--- src/rtl/branch_pc_unit_pkg.sv ---
// Shared types and constants for the fetch-PC / branch-resolution stage.
// cond_t is also used by the data-processing stage through cond_check.
package branch_pc_unit_pkg;

    typedef enum logic [3:0] {
        COND_EQ = 4'h0,
        COND_NE = 4'h1,
        COND_CS = 4'h2,
        COND_CC = 4'h3,
        COND_MI = 4'h4,
        COND_PL = 4'h5,
        COND_VS = 4'h6,
        COND_VC = 4'h7,
        COND_HI = 4'h8,
        COND_LS = 4'h9,
        COND_GE = 4'hA,
        COND_LT = 4'hB,
        COND_GT = 4'hC,
        COND_LE = 4'hD,
        COND_AL = 4'hE,
        COND_NV = 4'hF
    } cond_t;

    // Bit positions inside the NZCV flag nibble
    localparam int unsigned FLAG_N = 3;
    localparam int unsigned FLAG_Z = 2;
    localparam int unsigned FLAG_C = 1;
    localparam int unsigned FLAG_V = 0;

    localparam logic [31:0] PC_INC   = 32'd4;
    localparam logic [31:0] PIPE_OFS = 32'd8;

    typedef enum logic [1:0] {
        ST_IDLE  = 2'd0,
        ST_FETCH = 2'd1,
        ST_FLUSH = 2'd2
    } state_t;

endpackage

--- src/rtl/branch_pc_unit_cond_check.sv ---
// Combinational evaluation of an ARM condition field against NZCV flags.
module cond_check
    import branch_pc_unit_pkg::*;
(
    input  logic [3:0] cond,
    input  logic [3:0] flags,
    output logic       pass
);

    logic n, z, c, v;

    assign n = flags[FLAG_N];
    assign z = flags[FLAG_Z];
    assign c = flags[FLAG_C];
    assign v = flags[FLAG_V];

    always_comb begin
        pass = 1'b0;
        case (cond_t'(cond))
            COND_EQ: pass = z;
            COND_NE: pass = !z;
            COND_CS: pass = c;
            COND_CC: pass = !c;
            COND_MI: pass = n;
            COND_PL: pass = !n;
            COND_VS: pass = v;
            COND_VC: pass = !v;
            COND_HI: pass = c && !z;
            COND_LS: pass = !c || z;
            COND_GE: pass = (n == v);
            COND_LT: pass = (n != v);
            COND_GT: pass = !z && (n == v);
            COND_LE: pass = z || (n != v);
            COND_AL: pass = 1'b1;
            COND_NV: pass = 1'b0;
            default: pass = 1'b0;
        endcase
    end

endmodule

--- src/rtl/branch_pc_unit.sv ---
// Fetch-PC owner: sequential fetch, B/BL redirect with one flush cycle,
// link-register write and saturating taken-branch counter.
module branch_pc_unit
    import branch_pc_unit_pkg::*;
#(
    parameter logic [31:0] RESET_VECTOR = 32'h0000_0000,
    parameter int unsigned CNT_W        = 16
) (
    input  logic             clk,
    input  logic             reset,
    input  logic             br_valid,
    input  logic [31:0]      br_pc,
    input  logic             br_link,
    input  logic [3:0]       br_cond,
    input  logic [31:0]      offset_ext,
    input  logic [3:0]       flags,
    input  logic             fetch_ready,
    output logic             fetch_req,
    output logic [31:0]      fetch_addr,
    output logic [31:0]      pc,
    output logic             flush,
    output logic             lr_we,
    output logic [31:0]      lr_data,
    output logic [CNT_W-1:0] taken_count
);

    state_t            state_q, state_d;
    logic [31:0]       pc_q;
    logic              lr_we_q;
    logic [31:0]       lr_data_q;
    logic [CNT_W-1:0]  cnt_q;
    logic              cond_pass;
    logic              taken;
    logic [31:0]       target;

    cond_check u_cond_check (
        .cond  (br_cond),
        .flags (flags),
        .pass  (cond_pass)
    );

    assign taken  = (state_q == ST_FETCH) && br_valid && cond_pass;
    assign target = (br_pc + PIPE_OFS + offset_ext) & 32'hFFFF_FFFC;

    always_comb begin
        state_d = state_q;
        case (state_q)
            ST_IDLE:  state_d = ST_FETCH;
            ST_FETCH: if (taken) state_d = ST_FLUSH;
            ST_FLUSH: state_d = ST_FETCH;
            default:  state_d = ST_IDLE;
        endcase
    end

    always_ff @(posedge clk) begin
        if (reset) begin
            state_q   <= ST_IDLE;
            pc_q      <= RESET_VECTOR;
            lr_we_q   <= 1'b0;
            lr_data_q <= '0;
            cnt_q     <= '0;
        end else begin
            state_q <= state_d;
            lr_we_q <= taken && br_link;
            // Redirect wins over an accepted sequential fetch; that fetch is flushed
            if (taken) begin
                pc_q <= target;
            end else if ((state_q == ST_FETCH) && fetch_ready) begin
                pc_q <= pc_q + PC_INC;
            end
            if (taken && br_link) begin
                lr_data_q <= br_pc + PC_INC;
            end
            if (taken && (cnt_q != '1)) begin
                cnt_q <= cnt_q + 1'b1;
            end
        end
    end

    assign fetch_req   = (state_q == ST_FETCH);
    assign flush       = (state_q == ST_FLUSH);
    assign pc          = pc_q;
    assign fetch_addr  = pc_q;
    assign lr_we       = lr_we_q;
    assign lr_data     = lr_data_q;
    assign taken_count = cnt_q;

endmodule

--- config.mk ---
export PLATFORM = sky130hd
export DESIGN_NAME = branch_pc_unit
export DESIGN_NICKNAME = d
export VERILOG_FILES = /design/src/rtl/branch_pc_unit_pkg.sv /design/src/rtl/branch_pc_unit_cond_check.sv /design/src/rtl/branch_pc_unit.sv
export SDC_FILE = /design/constraint.sdc
export NUM_CORES = 1
export LEC_CHECK = 0
export ABC_AREA = 1
export ABC_CLOCK_PERIOD_IN_PS = 5000
export CORE_ASPECT_RATIO = 0.5
export CORE_UTILIZATION = 33
export CTS_BUF_LIST = sky130_fd_sc_hd__clkbuf_2
export DETAILED_ROUTE_END_ITERATION = 7
export GPL_TIMING_DRIVEN = 0
export HOLD_SLACK_MARGIN = 0.15
export MAX_ROUTING_LAYER = met4
export PLACE_DENSITY_LB_ADDON = 0.05
export SLEW_MARGIN = 5
export SYNTH_ARGS = -nofsm -noshare
export SYNTH_HDL_FRONTEND = slang
export SYNTH_HIERARCHICAL = 1
export SYNTH_SLANG_ARGS = --single-unit
--- constraint.sdc ---
create_clock -name clk -period 5 [get_ports clk]
set_clock_uncertainty 0.05 [all_clocks]
set_input_delay 1 -clock clk [delete_from_list [all_inputs] [get_ports clk]]
set_output_delay 1 -clock clk [all_outputs]
set_load 0.01 [all_outputs]
==> summary.txt <==
Run status
  – Outcome: finished clean

Critical path
  – Crit path buf inv count: 4
  – Crit-path max FO: 10
  – Crit path capture type: flop
  – Setup CP Type: primary input to flop
  – CP startpoint: br_cond[1]
  – Timing endpoint of the critical path: fetch_addr[24]
  – Worst-path cell with the longest stage delay: clkdlybuf4s50_1
  – Worst EP required: 5620 ps
  – Number of cells on the critical path: 16
  – Reg2Reg Setup Slack: 2810 ps
  – Worst r2r src: state_q[1]
  – Max incr delay on CP: 500 ps
  – Crit path cell chain: clkdlybuf4s50_1 > nor2_2 > nand3_1 > nand2_1 > inv_1 > nand2_1 > nand2_1 > nand3_1 > nand2_1 > nand3_2 > nand2_1 > nor2_2 > buf_2 > clkbuf_1 > nand3_1 > a21oi_1
  – Crit start category: primary input
  – CP arrival: 3930 ps
  – R2r endpoint: fetch_addr[24]
  – Crit path top cell by count: nand2_1
  – R2R depth: 7
  – Cell family with most CP delay: simple AND/OR/NAND/NOR gates

Floorplan
  – Die Area: 25300 µm²
  – Initial Util: 33.8%
  – Die height: 113 µm
  – I/O pin count: 192
  – Cell Rows: 40
  – Die extent in x: 224 µm
  – Core ar.: 24100 µm²

Clocking
  – CTS Hold Bufs: 0
  – Post-cts sizing count: 0
  – Post-CTS Setup Bufs: 0
  – Clock Tree Root: clkbuf_2
  – Clock buffer depth: 2
  – CTS tree: done
  – H-tree Lvls: 3
  – Clock latency on the worst-skew pair: 750 ps
  – Clock Sinks: 81
  – Clock transition at the registers of the reported paths: 260 ps
  – Cts bufs inserted: 9

Place
  – Post-DP HPWL: 24500 µm
  – I/O Buffers: 186
  – RD Place Congestion: 0.897

STA
  – Crit path time final: 3310 ps
  – RSZ-0062 raised after global routing: false
  – Worst-Margin Slew: 918 ps
  – Fraction of the cycle the final worst path needs: 66.1%
  – F_max: 302 MHz
  – Fin. Hold Viols: 0
  – Setup TNS: 0 ps
  – Worst hold margin: 435 ps
  – Worst slew margin: 38.8%
  – Final setup viols: 0
  – Max-slew violation count: 0

Power and ir drop
  – Switch share: 41.2%
  – Seq pwr share: 37.2%
  – P_int: 1180 µW
  – VDD IR max: 0.125 mV
  – Leakage: 0.00516 µW
  – Clock power share: 21.1%
  – Sw Pwr: 827 µW
  – Logic pwr share: 41.8%
  – Pwr dens: 190 nW/µm²

Global routing
  – First-pass GRT wire length: 45200 µm
  – Gr usage total: 24.1%
  – Largest net degree at the start of global routing: 17
  – Antenna violations before repair: 0
  – Vias in the first global route: 8136
  – GRT overflow: 0

Flow run
  – Maxcap violations: 0

Logic synthesis
  – Cell Area, Synth: 8140 µm²
  – Syn Area/Cell: 5.94 µm²
  – Sequential fraction of the synthesis area: 19.9%
  – Syn Inst Count: 1370
  – Post-synthesis register bit count: 81
  – Asr flop ratio synth: 0%
  – Post-synth top flop: dfxtp_1
  – EDFF count, synth: 0
  – Syn. warnings: 6
  – Distinct cell type count after synthesis: 51

Route
  – Routed Antenna Nets: 0
  – DR DRC count: 0
  – WL final: 29500 µm
  – Vias post-DR: 9060
  – Routed WL per cell: 15.4 µm
  – Pre-antenna DRT Iters: 7
  – Iteration-0 DRC Markers: 748
  – Via density: 4.74

Cells and area
  – FILL cells: 2679
  – ANT cells: 0
  – Register area: 1620 µm²
  – Area of the multi-input gates: 5280 µm²
  – Area delta synth->final: 29.8%
  – Share of post-route cells with drive strength above 1: 6.98%
  – # nets final: 1710

Hold path
  – Min-delay worst type: flop to flop
==> metrics by stage <==
stage / setup slack (ps) / power (µW) / instance area, µm² / utilization (%) / std cells
after global placement: 1040 / 1590 / 10400 / 43.3 / 1895
final: 1690 / 2010 / 10600 / 43.8 / 1911
after global routing: 1550 / 2150 / 10600 / 43.8 / 1911
after CTS: 1790 / 2020 / 10600 / 43.8 / 1911
after detailed placement: 993 / 1590 / 10400 / 43.3 / 1895
after floorplan: 2280 / 1220 / 8160 / - / 1373
==> flip-flops by register name, indices dropped and copies added, names as in the netlist <==
name	cells
lr_data	32
fetch_addr	30
taken_count	16
state_q	2
lr_we	1
==> power by group through the flow <==
stage | Clock (µW) | Combinational, µW | Sequential [µW]
finish | 423 | 838 | 746
detailed placement | 0 | 833 | 757
global placement | 0 | 829 | 757
CTS | 436 | 840 | 746
floorplan | 0 | 470 | 754
global route | 462 | 930 | 754
==> layer usage <==
metal / vias to the layer above / GRT usage (%) / wire, µm
met5: - / - / 0
met4: 0 / 5.11 / 448
met3: 31 / 4.41 / 1650
met2: 260 / 33.8 / 11800
met1: 4018 / 35.3 / 15500
li1: 4751 / - / -
==> how the worst min path moves through the flow <==
stage                           from          to  slack, ps  cells past startpoint
after floorplan           state_q[0]  state_q[0]        380                      1
after CTS                 state_q[0]  state_q[0]        430                      1
after global routing      state_q[0]  state_q[0]        440                      1
after global placement    state_q[0]  state_q[0]        400                      1
final                     lr_data[1]  lr_data[1]        430                      2
after detailed placement  state_q[0]  state_q[0]        400                      1
==> cells in the mapped netlist, types with 3 or more instances <==
cell type	instances	area share, %
nor2_2	11	0.85
dfxtp_1	81	20
nand3_2	3	0.37
nand2_1	389	18
nor2_4	7	0.97
o21a_1	18	1.7
o21ai_1	9	0.55
nand4_1	30	2.3
nand2_2	7	0.54
o21ai_0	58	3.6
buf_2	12	0.74
o211ai_1	8	0.74
o21bai_1	7	0.65
nor3b_1	4	0.37
nor3_1	30	1.8
clkbuf_1	11	0.51
a31oi_1	3	0.23
or2_2	6	0.46
xor2_1	21	2.3
ha_1	62	9.5
nor4_1	4	0.31
nor2_1	124	5.7
nand3_1	91	5.6
xnor2_1	7	0.75
inv_1	231	11
nand3b_1	4	0.37
a21oi_1	65	4.0
buf_4	34	3.1
inv_2	4	0.18
==> worst register-to-register path, delay by kind of cell (launching register included) <==
family | cells | cell delay [ps]
AOI/OAI and AO/OA | 1 | 180
buffers and inverters | 3 | 900
DFF | 1 | 360
and+or+nand+nor | 3 | 660
==> cell families after synthesis <==
logic type,share of synthesized area (%)
AND/OR/NAND/NOR,39.3
adder cells (fa/ha/maj),9.77
flip-flops,19.9
AO/OA/AOI/OAI,12.6
other,0.0460
buffers and inverters,15.3
XOR/XNOR,3.01
==> cell usage in the layout, fill, tap and decap left out, types with 21 or more instances in the layout <==
cell             synthesis  routed
xor2_1                  21      21
dfxtp_1                 81      81
nand3_1                 91      91
a21oi_1                 65      65
inv_1                  231     231
o21ai_0                 58      58
ha_1                    62      62
nor2_1                 124     124
buf_4                   34      34
nor3_1                  30      30
nand4_1                 30      30
clkdlybuf4s50_1          0     186
nand2_1                389     389
==> final cells by class <==
type	instances	area share (%)
Tap cell	336	3.98
Inverter	237	8.42
Clock inverter	7	0.805
Multi-Input combinational cell	997	50.0
Timing Repair Buffer	186	17.6
Clock buffer	9	0.426
Buffer	58	3.41
Sequential cell	81	15.3
Power figures use the tool's default switching activity.
